### src/rtl/pwm_pkg.sv
// Shared definitions for the PWM ramp scheduler: default sizes, the scan FSM
// state type and the perceptual gamma mapping used on the level outputs.
package pwm_pkg;

   localparam int LEVEL_W = 8;
   localparam int NUM_CH  = 7;
   localparam int STEP_W  = 4;

   typedef enum logic {
      IDLE = 1'b0,
      SCAN = 1'b1
   } state_t;

   // (level*level + max) >> LEVEL_W: keeps 0, 1 and full scale fixed and is monotonic.
   function automatic logic [LEVEL_W-1:0] gamma(input logic [LEVEL_W-1:0] level);
      logic [2*LEVEL_W-1:0] sq;
      sq = ({{LEVEL_W{1'b0}}, level} * {{LEVEL_W{1'b0}}, level})
           + (2*LEVEL_W)'((1 << LEVEL_W) - 1);
      return sq[2*LEVEL_W-1:LEVEL_W];
   endfunction

endpackage

### src/rtl/pwm_ramp_step.sv
// Combinational saturating step unit. Moves one level toward its target by at
// most 'step', never overshooting and never wrapping below zero or above full
// scale. 'reached' flags the update that lands on the target.
module pwm_ramp_step
   import pwm_pkg::*;
#(
   parameter int LEVEL_W = pwm_pkg::LEVEL_W
) (
   input  logic [LEVEL_W-1:0] level,
   input  logic [LEVEL_W-1:0] target,
   input  logic [STEP_W-1:0]  step,
   output logic [LEVEL_W-1:0] level_next,
   output logic               reached
);

   logic [LEVEL_W:0] step_ext;
   logic [LEVEL_W:0] sum;
   logic [LEVEL_W:0] diff;

   // One extra bit of headroom so level+step cannot wrap before clamping.
   always_comb begin
      // NOTE: every output gets a default first so no path leaves it unassigned (no latch).
      level_next = level;
      step_ext   = (LEVEL_W+1)'(step);
      sum        = {1'b0, level} + step_ext;
      diff       = {1'b0, level} - {1'b0, target};
      if (level < target) begin
         if (sum > {1'b0, target}) begin
            level_next = target;
         end else begin
            level_next = sum[LEVEL_W-1:0];
         end
      end else if (level > target) begin
         // diff is only meaningful here, where level > target.
         if (diff <= step_ext) begin
            level_next = target;
         end else begin
            level_next = level - LEVEL_W'(step);
         end
      end
      reached = (level != target) && (level_next == target);
   end

endmodule

### src/rtl/pwm_ramp_scheduler.sv
// Per-channel fade/ramp controller. Holds the duty level, target and step of
// every channel and, on each ramp tick, scans the channels round-robin through
// one shared step unit. Configuration is accepted only between scans.
// Optional build macro PWM_RAMP_GAMMA_EN: gamma-corrected level_out.
module pwm_ramp_scheduler
   import pwm_pkg::*;
#(
   parameter int NUM_CH   = pwm_pkg::NUM_CH,
   parameter int LEVEL_W  = pwm_pkg::LEVEL_W,
   parameter int TICK_DIV = 16
) (
   input  logic                      clk,
   input  logic                      reset,
   input  logic                      cfg_valid,
   output logic                      cfg_ready,
   input  logic [2:0]                cfg_ch,
   input  logic [LEVEL_W-1:0]        cfg_target,
   input  logic [STEP_W-1:0]         cfg_step,
   output logic [NUM_CH*LEVEL_W-1:0] level_out,
   output logic [NUM_CH-1:0]         busy,
   output logic [NUM_CH-1:0]         done
);

   localparam int TICK_W = (TICK_DIV > 1) ? $clog2(TICK_DIV) : 1;
   localparam int PTR_W  = (NUM_CH > 1) ? $clog2(NUM_CH) : 1;

   generate
      if (NUM_CH < 1 || NUM_CH > 8) begin : g_bad_num_ch
         $error("pwm_ramp_scheduler: NUM_CH must be 1..8");
      end
      if (TICK_DIV < NUM_CH + 2) begin : g_bad_tick_div
         $error("pwm_ramp_scheduler: TICK_DIV must be at least NUM_CH+2");
      end
   endgenerate

   state_t              state_q, state_d;
   logic [TICK_W-1:0]   tick_cnt;
   logic                tick_pending;
   logic [PTR_W-1:0]    ptr;
   logic [LEVEL_W-1:0]  level_q  [NUM_CH];
   logic [LEVEL_W-1:0]  target_q [NUM_CH];
   logic [STEP_W-1:0]   step_q   [NUM_CH];
   logic [NUM_CH-1:0]   done_q;

   logic                tick_wrap;
   logic                tick_take;
   logic                scan_en;
   logic                scan_last;
   logic                cfg_accept;
   logic [LEVEL_W-1:0]  cur_level;
   logic [LEVEL_W-1:0]  cur_target;
   logic [STEP_W-1:0]   cur_step;
   logic [LEVEL_W-1:0]  step_next;
   logic                step_reached;

   assign tick_wrap  = (tick_cnt == TICK_W'(TICK_DIV - 1));
   assign scan_last  = (ptr == PTR_W'(NUM_CH - 1));
   assign cfg_accept = cfg_valid && cfg_ready;

   // Free-running tick divider; a wrap not yet consumed by the FSM is remembered.
   always_ff @(posedge clk) begin
      // NOTE: registers are written with <= so every flop samples pre-edge values.
      if (reset) begin
         tick_cnt     <= '0;
         tick_pending <= 1'b0;
      end else begin
         tick_cnt <= tick_wrap ? '0 : tick_cnt + 1'b1;
         if (tick_take) begin
            tick_pending <= 1'b0;
         end else if (tick_wrap) begin
            tick_pending <= 1'b1;
         end
      end
   end

   // FSM state register and scan pointer.
   always_ff @(posedge clk) begin
      if (reset) begin
         state_q <= IDLE;
         ptr     <= '0;
      end else begin
         state_q <= state_d;
         if (tick_take) begin
            ptr <= '0;
         end else if (scan_en) begin
            ptr <= scan_last ? '0 : ptr + 1'b1;
         end
      end
   end

   // Next state and control: a tick seen in IDLE (pending or wrapping now) starts a scan.
   always_comb begin
      state_d   = state_q;
      cfg_ready = 1'b0;
      scan_en   = 1'b0;
      tick_take = 1'b0;
      case (state_q)
         IDLE: begin
            cfg_ready = 1'b1;
            if (tick_pending || tick_wrap) begin
               tick_take = 1'b1;
               state_d   = SCAN;
            end
         end
         SCAN: begin
            scan_en = 1'b1;
            if (scan_last) begin
               state_d = IDLE;
            end
         end
         default: state_d = IDLE;
      endcase
   end

   // Select the channel under the scan pointer for the shared step unit.
   always_comb begin
      cur_level  = '0;
      cur_target = '0;
      cur_step   = '0;
      for (int i = 0; i < NUM_CH; i++) begin
         if (ptr == PTR_W'(i)) begin
            cur_level  = level_q[i];
            cur_target = target_q[i];
            cur_step   = step_q[i];
         end
      end
   end

   pwm_ramp_step #(
      .LEVEL_W    (LEVEL_W)
   ) u_step (
      .level      (cur_level),
      .target     (cur_target),
      .step       (cur_step),
      .level_next (step_next),
      .reached    (step_reached)
   );

   // Channel state: scan updates and config writes never coincide (cfg_ready is low in SCAN).
   always_ff @(posedge clk) begin
      if (reset) begin
         // NOTE: the per-channel arrays are reset because levels must start at zero.
         for (int i = 0; i < NUM_CH; i++) begin
            level_q[i]  <= '0;
            target_q[i] <= '0;
            step_q[i]   <= '0;
         end
         done_q <= '0;
      end else begin
         done_q <= '0;
         for (int i = 0; i < NUM_CH; i++) begin
            if (scan_en && ptr == PTR_W'(i)) begin
               level_q[i] <= step_next;
               done_q[i]  <= step_reached;
            end
            if (cfg_accept && cfg_ch == 3'(i)) begin
               target_q[i] <= cfg_target;
               step_q[i]   <= cfg_step;
               if (cfg_step == '0) begin
                  level_q[i] <= cfg_target;
                  done_q[i]  <= (level_q[i] != cfg_target);
               end
            end
         end
      end
   end

   // Outputs straight from registers: busy flags and the (optionally gamma-mapped) levels.
   always_comb begin
      level_out = '0;
      busy      = '0;
      for (int i = 0; i < NUM_CH; i++) begin
         busy[i] = (level_q[i] != target_q[i]);
`ifdef PWM_RAMP_GAMMA_EN
         level_out[i*LEVEL_W +: LEVEL_W] = gamma(level_q[i]);
`else
         level_out[i*LEVEL_W +: LEVEL_W] = level_q[i];
`endif
      end
   end

   assign done = done_q;

endmodule

### config.mk
export PLATFORM = sky130hd
export DESIGN_NAME = pwm_ramp_scheduler
export DESIGN_NICKNAME = d
export VERILOG_FILES = /design/src/rtl/pwm_pkg.sv /design/src/rtl/pwm_ramp_step.sv /design/src/rtl/pwm_ramp_scheduler.sv
export SDC_FILE = /design/constraint.sdc
export NUM_CORES = 1
export LEC_CHECK = 0
export CORE_MARGIN = 4
export CORE_UTILIZATION = 50
export CTS_CLUSTER_SIZE = 24
export DETAILED_ROUTE_END_ITERATION = 16
export PLACE_DENSITY = 0.71
export SYNTH_ARGS = -nofsm -noshare
export SYNTH_HDL_FRONTEND = slang
export SYNTH_SLANG_ARGS = --single-unit
### constraint.sdc
create_clock -name clk -period 9.1 [get_ports clk]
set_input_delay 0.91 -clock clk [delete_from_list [all_inputs] [get_ports clk]]
set_output_delay 0.91 -clock clk [all_outputs]
set_load 0.02 [all_outputs]
==> reports/metrics.yaml <==
routing:
  routedWlPerCell_um: 26.09
  viasPerCell: 6.675
  first_iter_violations: 1310
  drtPass1Iterations: 7
  detail-route-antenna-nets: 0
  drc_errors: 0
  finalWirelength_um: 37680
  vias: 9639
die:
  coreArea_mm2: 0.02122
  die_h_um: 155.5
  dieArea_mm2: 0.02417
  fp.dieW_um: 155.5
  rows: 53
  io_pins: 89
  initial_core_util: 0.5124
sta:
  tns_ns: 0
  worstMarginPinSlew_ns: 1.117
  report.final.hold_viol_count: 0
  max_freq_mhz: 131.9
  clock_skew_ns: 0.02181
  rsz0062_at_grt: "no"
  finalCritPeriodShare: 0.8331
  hold-worst-slack_ns: 0.4922
  drv_slew: 0
  slew_headroom: 0.2493
  setup_viol: 0
  post-route-min-period_ns: 7.582
cts:
  post_cts_buffers: 0
  clockRootBuffer: "clkbuf_16"
  cts_tree: "built"
  clockBufferDepth: 2
  clk_pin_slew_ns: 0.07
  cts_hold_buf: 0
  clock_sinks: 156
  numCtsBuffers: 17
  htree_levels: 4
  cts_resized: 0
  insertion_delay_ns: 0.44
global_routing:
  grt_usage: 0.3086
  grt.overflow.total: 0
  grt_pass1_wl_um: 56590
  antenna_found_initial: 0
  grt_pass1_vias: 9201
  grt_max_degree: 50
pwr:
  p_leak_nw: 4.522
  power.density_mw_per_mm2: 160.8
  irDropWorstVdd_v: 0.0001253
cells_and_area:
  instances_no_fill: 1444
  fin_area_mm2: 0.01248
  area_growth_pct: 14.76
  multi_input_area_mm2: 0.005867
  fin_util: 0.5880
  most-common-layout-cells: "nor2_1 (140), edfxtp_1 (140), clkdlybuf4s50_1 (88), nand2_1 (73), xnor2_1 (70)"
  fillCellCount: 1880
  regArea_mm2: 0.004526
  num_antenna_cells: 0
  finalNetCount: 1207
  drive_gt1_frac: 0.08982
critical_path:
  arrival_ns: 7.94
  start_kind: "flop"
  crit_type: "flop to flop"
  critPathMaxFanout: 21
  crit_path_end_kind: "flop"
  cp.required_ns: 9.46
synthesis:
  synth_nets: 1154
  async_reset_ff_frac: 0
  syn-cell-area_mm2: 0.01087
  avgSynthCellArea_um2: 9.858
  syn_inst: 1103
  ys_warn_count: 0
  seq_area_frac_synth: 0.4161
  synthFlopType: "edfxtp_1"
  synth_cell_types: 95
  synth_edf_count: 140
  yosys_register_bits: 156
placement:
  dpl_cell_area_mm2: 0.01188
  placed_cells: 1412
  io_buffers: 88
  gp_congestion: 0.9542
  hpwlAfterDp_um: 27530
hold_path:
  hold_class: "flop to flop"
status:
  outcome: "completed"
run:
  max_cap_viol_count: 0
critical path, stage by stage, from the launching register on:
cell and delay, ns:
dfxtp_1 0.31, inv_1 0.39, ha_1 0.78, inv_1 0.45, nor2_1 0.21, nor3_1 0.09
a221oi_1 0.34, o211ai_1 0.14, a21o_1 0.27, ha_1 0.25, fa_1 0.47, a21o_1 0.18
a21oi_1 0.23, nor2_1 0.08, nand3_1 0.14, xnor2_1 0.18, inv_1 0.08, ha_1 0.29
o21ai_0 0.08, nand2b_1 0.07, a21oi_1 0.08, a211oi_1 0.66, nor4_1 0.11, a31oi_1 0.25
nand4_2 0.38, a2111oi_4 0.62, nand2_4 0.18, o31ai_4 0.20
final cells by class:
class                      count  area share
clock buffer                  20     0.03660
inverter                      48     0.01464
multi-input combinational    834      0.4702
clock inverter                12     0.01113
timing repair buffer          99     0.07721
tap                          275     0.02757
sequential                   156      0.3627
worst paths after layout:
check                           slack (ns)                      to              startpoint  cells past startpoint
worst min-delay path                  0.49  tick_cnt[3]$_SDFF_PP0_  tick_cnt[3]$_SDFF_PP0_                      2
worst max-delay path                  1.52      done[6]$_SDFF_PP0_     ptr[2]$_SDFFE_PP0P_                     27
worst max register to register        1.52      done[6]$_SDFF_PP0_     ptr[2]$_SDFFE_PP0P_                     27
worst min register to register        0.49  tick_cnt[3]$_SDFF_PP0_  tick_cnt[3]$_SDFF_PP0_                      2
power breakdown:
part / leakage [nW] / total [mW] / switching (mW) / internal, mW
Combinational: 2.69 / 0.411 / 0.258 / 0.153
Clock: 0.286 / 0.725 / 0.303 / 0.421
Sequential: 1.55 / 0.871 / 0.0510 / 0.820
registers in the layout (all words and copies together), names as in the netlist:
| signal | flops |
|---|---|
| target_q | 56 |
| tick_cnt | 4 |
| tick_pending | 1 |
| done | 7 |
| ptr | 3 |
| level_q | 56 |
| step_q | 28 |
| state_q | 1 |
kinds of logic (layout without fill, tap and decap cells):
group	after synthesis	count (layout)	share of synthesized area
AND/OR/NAND/NOR	358	358	0.1619
AO/OA/AOI/OAI	280	280	0.1995
flip-flops	156	156	0.4161
XOR/XNOR	132	132	0.1076
buffers and inverters	113	179	0.04430
adder cells (fa/ha/maj)	33	33	0.04005
multiplexers	31	31	0.03049
metal layers:
metal  track usage  up-vias  part of all wire
li1              -     4212                 -
met1        0.4190     4650              0.39
met2        0.4920      657              0.46
met3       0.04896      120             0.099
met4        0.1317        0             0.048
met5             0        -                 0
synthesized netlist by cell type, types with 20 or more instances:
master    count  area [µm²]
a21oi_1      52       260.3
a22o_1       21       183.9
a22oi_1      24       180.2
clkbuf_1     36       135.1
edfxtp_1    140        4204
ha_1         30       375.4
inv_1        46       172.7
nand2_1      73       274.0
nand3_1      24       120.1
nor2_1      140       525.5
nor4_1       20       125.1
o21ai_0      34       170.2
xnor2_1      70       613.1
xor2_1       61       534.3
per-stage QoR:
step                      power, mW  setup slack (ns)
after global routing          2.066            0.9990
final                         2.007             1.518
after floorplan               1.132             2.648
after CTS                     1.996             1.765
after global placement        1.280             2.045
after detailed placement      1.284             1.823
Note: power is estimated with default switching activity, not from simulation.
